==> src/rtl/image_pkg.sv <==
// Shared types and BMP header constants for the image_write sink.
// Contents: FSM state enum, fixed BMP header sizes/values, header field byte offsets,
// and a helper that extracts one byte of a little-endian 32-bit header field.
package image_pkg;

    typedef enum logic [1:0] {
        ST_IDLE   = 2'd0,
        ST_DATA   = 2'd1,
        ST_HEADER = 2'd2,
        ST_DONE   = 2'd3
    } state_t;

    localparam int unsigned BMP_HDR_BYTES = 54;
    localparam int unsigned DIB_SIZE      = 40;
    localparam int unsigned BPP           = 24;
    localparam int unsigned PPM_RES       = 2835;
    localparam int unsigned PLANES        = 1;
    localparam int unsigned WORD_W        = 48;

    // Byte offsets of the header fields within the 54-byte header
    localparam int unsigned OFF_SIGNATURE   = 0;
    localparam int unsigned OFF_FILE_SIZE   = 2;
    localparam int unsigned OFF_RESERVED    = 6;
    localparam int unsigned OFF_DATA_OFFSET = 10;
    localparam int unsigned OFF_DIB_SIZE    = 14;
    localparam int unsigned OFF_WIDTH       = 18;
    localparam int unsigned OFF_HEIGHT      = 22;
    localparam int unsigned OFF_PLANES      = 26;
    localparam int unsigned OFF_BPP         = 28;
    localparam int unsigned OFF_COMPRESSION = 30;
    localparam int unsigned OFF_IMAGE_SIZE  = 34;
    localparam int unsigned OFF_XRES        = 38;
    localparam int unsigned OFF_YRES        = 42;
    localparam int unsigned OFF_COLOURS     = 46;
    localparam int unsigned OFF_IMPORTANT   = 50;

    // Byte of a little-endian 32-bit value placed at 'off'; zero outside its four bytes
    function automatic logic [7:0] le_field_byte(input logic [5:0]  addr,
                                                 input logic [5:0]  off,
                                                 input logic [31:0] value);
        logic [5:0] rel;
        logic [7:0] result;
        rel    = addr - off;
        result = 8'h00;
        if (rel < 6'd4) begin
            case (rel[1:0])
                2'd0:    result = value[7:0];
                2'd1:    result = value[15:8];
                2'd2:    result = value[23:16];
                default: result = value[31:24];
            endcase
        end
        return result;
    endfunction

endpackage

==> src/rtl/image_write_bmp_header_rom.sv <==
// bmp_header_rom: constant 54-byte BMP header, combinational lookup.
// Ports: addr[5:0] header byte offset in, data[7:0] header byte out.
// Fields occupy disjoint byte ranges and read as zero elsewhere, so the byte is the OR of all fields.
module bmp_header_rom
    import image_pkg::*;
#(
    parameter int unsigned WIDTH  = 768,
    parameter int unsigned HEIGHT = 512
) (
    input  logic [5:0] addr,
    output logic [7:0] data
);

    localparam logic [31:0] IMAGE_SIZE = 32'(WIDTH * HEIGHT * 3);
    localparam logic [31:0] FILE_SIZE  = 32'(BMP_HDR_BYTES + WIDTH * HEIGHT * 3);

    always_comb begin
        data = 8'h00;
        // 'B','M' in the low two bytes; the upper two overlap the file size and stay zero
        data = data | le_field_byte(addr, 6'(OFF_SIGNATURE),   32'h0000_4D42);
        data = data | le_field_byte(addr, 6'(OFF_FILE_SIZE),   FILE_SIZE);
        data = data | le_field_byte(addr, 6'(OFF_RESERVED),    32'h0);
        data = data | le_field_byte(addr, 6'(OFF_DATA_OFFSET), 32'(BMP_HDR_BYTES));
        data = data | le_field_byte(addr, 6'(OFF_DIB_SIZE),    32'(DIB_SIZE));
        data = data | le_field_byte(addr, 6'(OFF_WIDTH),       32'(WIDTH));
        data = data | le_field_byte(addr, 6'(OFF_HEIGHT),      32'(HEIGHT));
        // Planes and bpp are adjacent 16-bit fields, packed as one 32-bit word
        data = data | le_field_byte(addr, 6'(OFF_PLANES),      {16'(BPP), 16'(PLANES)});
        data = data | le_field_byte(addr, 6'(OFF_COMPRESSION), 32'h0);
        data = data | le_field_byte(addr, 6'(OFF_IMAGE_SIZE),  IMAGE_SIZE);
        data = data | le_field_byte(addr, 6'(OFF_XRES),        32'(PPM_RES));
        data = data | le_field_byte(addr, 6'(OFF_YRES),        32'(PPM_RES));
        data = data | le_field_byte(addr, 6'(OFF_COLOURS),     32'h0);
        data = data | le_field_byte(addr, 6'(OFF_IMPORTANT),   32'h0);
    end

endmodule

==> src/rtl/image_write.sv <==
// image_write: sink for a two-pixels-per-clock RGB stream.
// Each HSYNC beat is packed into one 48-bit word {R1,G1,B1,R0,G0,B0} and written at its
// bottom-up BMP word address; after the last beat the 54-byte BMP header is emitted on the
// byte port, then write_done pulses for one cycle.
// Ports:
//   HCLK, HRESETn            clock, synchronous active-low reset
//   VSYNC, HSYNC             frame-start qualifier, beat valid
//   DATA_R0..B0, DATA_R1..B1 even / odd pixel of the beat
//   mem_we/mem_addr/mem_wdata frame-memory write port (registered)
//   hdr_we/hdr_addr/hdr_byte  header byte port (registered)
//   write_done               one-cycle pulse when frame and header are complete
//   frame_err                sticky framing error, cleared on the first beat of a frame
module image_write
    import image_pkg::*;
#(
    parameter int unsigned WIDTH  = 768,
    parameter int unsigned HEIGHT = 512,
    parameter int unsigned ADDR_W = 18
) (
    input  logic              HCLK,
    input  logic              HRESETn,
    input  logic              VSYNC,
    input  logic              HSYNC,
    input  logic [7:0]        DATA_R0,
    input  logic [7:0]        DATA_G0,
    input  logic [7:0]        DATA_B0,
    input  logic [7:0]        DATA_R1,
    input  logic [7:0]        DATA_G1,
    input  logic [7:0]        DATA_B1,
    output logic              mem_we,
    output logic [ADDR_W-1:0] mem_addr,
    output logic [47:0]       mem_wdata,
    output logic              hdr_we,
    output logic [5:0]        hdr_addr,
    output logic [7:0]        hdr_byte,
    output logic              write_done,
    output logic              frame_err
);

    localparam int unsigned COLS       = WIDTH / 2;
    localparam int unsigned COL_W      = (COLS > 1) ? $clog2(COLS) : 1;
    localparam int unsigned ROW_W      = (HEIGHT > 1) ? $clog2(HEIGHT) : 1;
    localparam int unsigned LAST_COL   = COLS - 1;
    localparam int unsigned LAST_ROW   = HEIGHT - 1;
    // Row 0 lands on the last line of the bottom-up BMP image
    localparam int unsigned ADDR_START = (HEIGHT - 1) * COLS;

    state_t              state;
    logic [ROW_W-1:0]    row;
    logic [COL_W-1:0]    col;
    logic [ADDR_W-1:0]   addr;
    logic [5:0]          hdr_cnt;
    logic [7:0]          rom_data;
    logic                line_end;
    logic                frame_end;

    bmp_header_rom #(
        .WIDTH  (WIDTH),
        .HEIGHT (HEIGHT)
    ) u_header_rom (
        .addr (hdr_cnt),
        .data (rom_data)
    );

    assign line_end  = (col == COL_W'(LAST_COL));
    assign frame_end = line_end && (row == ROW_W'(LAST_ROW));

    // Frame FSM, row/col counters and running write address
    always_ff @(posedge HCLK) begin
        if (!HRESETn) begin
            state      <= ST_IDLE;
            row        <= '0;
            col        <= '0;
            addr       <= ADDR_W'(ADDR_START);
            hdr_cnt    <= '0;
            mem_we     <= 1'b0;
            mem_addr   <= '0;
            mem_wdata  <= '0;
            hdr_we     <= 1'b0;
            hdr_addr   <= '0;
            hdr_byte   <= '0;
            write_done <= 1'b0;
            frame_err  <= 1'b0;
        end else begin
            mem_we     <= 1'b0;
            hdr_we     <= 1'b0;
            write_done <= 1'b0;

            case (state)
                ST_IDLE, ST_DATA: begin
                    if (state == ST_DATA && VSYNC) begin
                        // Frame restarted before it completed: drop progress, no header
                        frame_err <= 1'b1;
                        row       <= '0;
                        col       <= '0;
                        addr      <= ADDR_W'(ADDR_START);
                        state     <= ST_IDLE;
                    end else if (HSYNC) begin
                        if (state == ST_IDLE) begin
                            frame_err <= 1'b0;
                        end
                        mem_we    <= 1'b1;
                        mem_addr  <= addr;
                        mem_wdata <= {DATA_R1, DATA_G1, DATA_B1, DATA_R0, DATA_G0, DATA_B0};
                        state     <= ST_DATA;
                        if (frame_end) begin
                            row     <= '0;
                            col     <= '0;
                            addr    <= ADDR_W'(ADDR_START);
                            hdr_cnt <= '0;
                            state   <= ST_HEADER;
                        end else if (line_end) begin
                            // Next line sits one line lower in memory: +1 then -WIDTH
                            row  <= row + ROW_W'(1);
                            col  <= '0;
                            addr <= addr + ADDR_W'(1) - ADDR_W'(WIDTH);
                        end else begin
                            col  <= col + COL_W'(1);
                            addr <= addr + ADDR_W'(1);
                        end
                    end
                end

                ST_HEADER: begin
                    hdr_we   <= 1'b1;
                    hdr_addr <= hdr_cnt;
                    hdr_byte <= rom_data;
                    // Beats are not accepted while the header is streaming out
                    if (HSYNC) begin
                        frame_err <= 1'b1;
                    end
                    if (hdr_cnt == 6'(BMP_HDR_BYTES - 1)) begin
                        hdr_cnt <= '0;
                        state   <= ST_DONE;
                    end else begin
                        hdr_cnt <= hdr_cnt + 6'd1;
                    end
                end

                ST_DONE: begin
                    write_done <= 1'b1;
                    state      <= ST_IDLE;
                end

                default: begin
                    state <= ST_IDLE;
                end
            endcase
        end
    end

endmodule

==> config.mk <==
export PLATFORM = sky130hd
export DESIGN_NAME = image_write
export DESIGN_NICKNAME = d
export VERILOG_FILES = /design/src/rtl/image_pkg.sv /design/src/rtl/image_write_bmp_header_rom.sv /design/src/rtl/image_write.sv
export SDC_FILE = /design/constraint.sdc
export NUM_CORES = 1
export LEC_CHECK = 0
export BUFFER_PORTS_ARGS = -buffer_cell sky130_fd_sc_hd__buf_2
export CORE_AREA = 3 3 115 117
export DETAILED_ROUTE_END_ITERATION = 8
export DIE_AREA = 0 0 118 120
export PLACE_DENSITY = 0.76
export SLEW_MARGIN = 20
export SYNTH_ARGS = -nofsm -noshare
export SYNTH_HDL_FRONTEND = slang
export SYNTH_SLANG_ARGS = --single-unit
==> constraint.sdc <==
create_clock -name HCLK -period 2.15 [get_ports HCLK]
set_input_delay 0.1075 -clock HCLK [delete_from_list [all_inputs] [get_ports HCLK]]
set_output_delay 0.1075 -clock HCLK [all_outputs]
set_load 0.03 [all_outputs]
# Word-level counts from Yosys, hierarchy flattened
# Index checks and enable logic that the tools add are counted.
[totals] regBits=128 latch_bits=0 mem_bits_rw=0 rom_bits=0 in_bits=52 wordCells=141 memories=0
[op_classes] n_addsub=14 n_mul=0 div=0 order_cmp=10 eq_ne=21 n_shift=0 n_mux=50 n_bitwise=12 reduce_logical=21
[op_table] op="$mux 18" count=4
[op_table] op="$mux 8" count=9
[op_table] op="$mux 9" count=8
[op_table] op="$or 8x8->8" count=9
[op_table] op="$lt 6x3->1 const B" count=10
[op_table] op="$mux 6" count=6
[op_table] op="$pmux 5 s2" count=3
[op_table] op="$pmux 6 s2" count=2
[op_table] op="$add 18x1->18 const B" count=1
[op_table] op="$add 9x1->9 const B" count=2
[op_table] op="$eq 9x9->1 const B" count=2
[op_table] op="$sub 18x10->18 const B" count=1
[op_table] op="$sub 6x5->6 const B" count=3
[op_table] op="$sub 6x6->6 const B" count=3
[op_table] op="$logic_not 2->1" count=8
[op_table] op="$pmux 7 s2" count=1
[op_table] op="$eq 2x1->1 const B" count=6
[op_table] op="$mux 2" count=6
[op_table] op="$sub 6x4->6 const B" count=2
[op_table] op="$eq 2x2->1 const B" count=5
[op_table] op="$ne 2x2->1 const B" count=5
[op_table] op="$reduce_and 4->1" count=2
[op_table] op="$mux 1" count=7
[op_table] op="$mux 7" count=1
[op_table] op="15 further kinds" count=22

# Longest topological paths before layout
[logic_depth] ltp_word=13 depth_mapped=11 mapped_depth_nobuf=11

# By module
# From an unflattened synthesis, not the netlist that was laid out.
[hier_totals] hier_cells=752 area_unflattened_um2=6090.8
[modules_own_cells] mod="image_write" instances=1 cells_per_inst=661 area_per_inst_um2=5500.3 seq_area_each_um2=2562.5
[modules_own_cells] mod="bmp_header_rom" instances=1 cells_per_inst=91 area_per_inst_um2=590.6 seq_area_each_um2=0.0

# Least setup slack after synthesis
# OpenSTA, ideal clock, no wires.
[synth_timing] kind="reg-to-reg" startpoint="register addr[0]" endpoint="register addr[15]" setup_ns=0.114 t_arrival_ns=2.205 setup_slack_ns=-0.170 stages_incl_launch_ff=9 path_buffers=0 cell_sequence="dfxtp_1 -> ha_1 -> and3_2 -> a32o_1 -> a211o_4 -> nor4_4 -> nor4_1 -> o31ai_1 -> a21bo_1"
[synth_between] elab_chain_cells=6
[synth_rtl] element="start, declared" line_no="image_write.sv:51" text="logic [ADDR_W-1:0] addr;"
[synth_rtl] element="start signal, assigned" line_no="image_write.sv:74" text="addr <= ADDR_W'(ADDR_START);"
[synth_rtl] element="start signal, assigned" line_no="image_write.sv:96" text="addr <= ADDR_W'(ADDR_START);"
[synth_rtl] element="start signal, assigned" line_no="image_write.sv:109" text="addr <= ADDR_W'(ADDR_START);"
[synth_rtl] element="$add 18x1->18 *" line_no="image_write.sv:116, image_write.sv:119"
[synth_rtl] element="$sub 18x10->18" line_no="image_write.sv:116" text="addr <= addr + ADDR_W'(1) - ADDR_W'(WIDTH);"
[synth_rtl] element="$mux 18 *" line_no="image_write.sv:112" text="end else if (line_end) begin"
[synth_rtl] element="$mux 18 *" line_no="image_write.sv:106" text="if (frame_end) begin"
[synth_rtl] element="$mux 18 *" line_no="image_write.sv:98" text="end else if (HSYNC) begin"
[synth_rtl] element="$mux 18 *" line_no="image_write.sv:91" text="if (state == ST_DATA && VSYNC) begin"
# Mark *: on every way between the ends. The rest lies on a longest branch, timed or not. The select of a mux whose other input is x is not followed.
# A chain may end at the register's enable or synchronous reset.

# Final worst setup path
# Ends and elaborated chain as after synthesis.

==> impl_metrics.tcl <==
set metrics [dict create \
    initial_core_util_pct 47.7 \
    pwr-share-seq_pct 42.6 \
    synthTopCellsByArea "dfxtp_1 (43%), nand2_1 (12%), a21oi_1 (8.8%)" \
    synth.cell_area_mm2 0.00595 \
    violations "setup timing" \
    reg2reg_from "addr[0]" \
    cts_tree "built" \
    clock_sinks 127 \
    slew_headroom_pct 66.6 \
    maxSlewViolCount 0 \
    track_usage_pct 23.9 \
    crit_type "register to register" \
    synth_commonest_cells "nand2_1 (192), dfxtp_1 (127), a21oi_1 (104)" \
    via_per_inst 5.34 \
    via_count 6318 \
    cts_max_path_buffers 2 \
    drive_above_1_share_pct 30.3 \
    hp-start "HRESETn" \
    dpl_cell_area_mm2 0.00725 \
    timing.fmax_ghz 0.444 \
    cp-end-kind "register" \
    antenna_found_initial 1 \
    worst-slew-pin-transition_ps 497 \
    r2r-end "addr[15]" \
    fin_skew_ps 10.3 \
    p_comb_share_pct 11.9 \
    die_height_um 120 \
    ant_nets 0 \
    drt_pre_antenna_iters 4 \
    dpl.hpwl_mm 11.1 \
    worst_ep_arrival_time_ps 2580 \
    synth_top_family_by_area "simple AND/OR/NAND/NOR gates" \
    fin_area_mm2 0.00857 \
    core_area_mm2 0.0125 \
    syn_nets 831 \
    ys_warn_count 0 \
    finalHoldViolCount 0 \
    status "finished with violations" \
    drt_iter0_markers 400 \
    port_buffers 134 \
    synth.most_common_cell "nand2_1" \
    switchingPower_mw 1.51 \
    synth-simple-area-share_pct 26.5 \
    holdWs_ps 84.8 \
    fp.dieW_um 118 \
    ys_seq_area_share_pct 42.8 \
    p_per_area_mw_per_mm2 682 \
    hold_end "addr[0]" \
    rsz0062_at_grt "true" \
    critical_path_required_ps 2470 \
    synth-compound-area-share_pct 19.6 \
    grt_first_pass_wirelength_mm 27.7 \
    synth_edf_count 0 \
    die_area_mm2 0.0142 \
    p_int_mw 4.34 \
    drc 0 \
    yosysTopAreaCell "dfxtp_1" \
    final_util_pct 68.7 \
    cts_buffers 17 \
    syn_to_final_growth_pct 44.1 \
    synth_xor_area_share_pct 3.24 \
    ir_drop_uv 563 \
    postSynthCellCount 766 \
    insertion_delay_ps 420 \
    min_period_ps 2250 \
    grt_pass1_vias 5834 \
    synth_seq_cells 127 \
    synth_top_area_share_pct 42.8 \
    switching_share_pct 25.8 \
    synthFlopType "dfxtp_1" \
    fp-row-count 41 \
    fin_total_pwr_mw 5.84 \
    hold_path.class "input pin to register" \
    globalplace.congestion 0.899 \
    hold_path_depth 3 \
    layout.nets 1064 \
    cts_root_buffer "clkbuf_16" \
    async_reset_ff_share_pct 0 \
    critPathMaxFanout 5 \
    cp-start-kind "register" \
    period_share_pct 105 \
    wl_per_cell_um 15.2 \
    pin_count 136 \
    setup_violations 4 \
    tns_ps -221 \
    ff2ff_path_depth 8 \
    p_leak_nw 3.67 \
    grt_max_degree 70 \
    synthMuxAreaShare_pct 0.673 \
    grt-ovfl-total 0 \
    r2r_slack_ps -100 \
    synth_adder_area_share_pct 2.74 \
    avgSynthCellArea_um2 7.76 \
    clockPowerShare_pct 45.5 \
    synth_cell_types 68 \
    setup_slack_ps -105 \
    diodes 0 \
    htreeDepth 4 \
    cap_violations 0 \
    drt-total-wl_mm 17.9 \
    clkSlewWorstSetupHoldPaths_ps 60 \
]
final cells by class:
type / count / area (um^2)
clock buffers: 22 / 464
well taps: 172 / 215
repair buffers: 266 / 1830
multi-input cells: 574 / 3360
inverters: 13 / 48.8
flip-flops and latches: 127 / 2560
clock inverters: 9 / 87.6
fillers: 954 / 3900
cells by family after synthesis:
family,Yosys count
and+or+nand+nor,341
AOI/OAI and AO/OA,193
DFF,127
buffers and inverters,65
xor gates and xnor gates,22
adders and majority gates,13
muxes,4
other,1
power groups by stage:
stage / combinational (mW) / sequential [mW] / clock [mW]
detailed placement: 0.599 / 2.54 / 0
global route: 0.742 / 2.50 / 2.80
CTS: 0.671 / 2.49 / 2.69
floorplan: 0.228 / 2.68 / 0
finish: 0.693 / 2.49 / 2.66
global placement: 0.593 / 2.53 / 0
metrics by stage:
step | worst slack, ps | instances
6_report | -105 | 1183
5_1_grt | -196 | 1183
4_1_cts | -60.8 | 1177
3_5_place_dp | -92.2 | 1096
3_3_place_gp | -43.9 | 1096
2_1_floorplan | -14.7 | 766
cell usage in the layout (no fill, tap or decap), drive strengths merged, types with 5 or more instances in the layout:
cell type,count
o21ai,31
buf,218
dfxtp,127
nand4,13
and3,13
nor3,8
clkbuf,22
nor2,50
a21oi,104
o22ai,5
dlygate4sd3,48
nand3,18
nor4,8
a31oi,8
xor2,11
inv,13
or3,7
nor3b,7
ha,13
nand2,192
xnor2,11
how the worst max path moves through the flow:
stage,start,to,slack [ps],depth (start not counted)
detailed placement,addr[0],addr[15],-90,8
global route,addr[10],addr[17],-200,8
floorplan,row[0],row[6],-10,10
finish,addr[0],addr[15],-100,8
CTS,addr[0],addr[15],-60,8
global placement,addr[0],addr[15],-40,8
critical path: stages, from the launching register on:
cell	delay [ps]
dfxtp_4	360
ha_4	180
and3_4	190
a32o_2	240
a211o_4	370
nor4_4	250
nor4_2	90
o31ai_1	240
a21bo_1	220
metal layers:
metal  vias to the layer above  wire (um)  share of wire [%]  track usage (%)
li1                       3111          -                  -                -
met1                      2928       7390                 41             28.8
met2                       220       9130                 51             39.9
met3                        57        882                4.9             5.75
met4                         2        525                2.9             12.2
met5                         -         13              0.072                0
flip-flops by register name (all words and copies together) (netlist names), 2 cells and up:
register and flops:
hdr_addr 6, row 9, hdr_byte 7, hdr_cnt 6, mem_wdata 48, mem_addr 18
col 9, state 2, addr 18
what timing repair did:
| item | 4_1_cts | 5_1_grt |
|---|---|---|
| endpoints found under the setup margin | 9 | 24 |
| pin swaps | 10 | 24 |
| setup buffers | 2 | 6 |
| hold buffers | 48 | 0 |
| endpoints found under the hold margin | 48 | 0 |
| gates cloned | 0 | 0 |
| gates resized for setup | 15 | 41 |
Note: power is estimated with default switching activity, not from simulation.
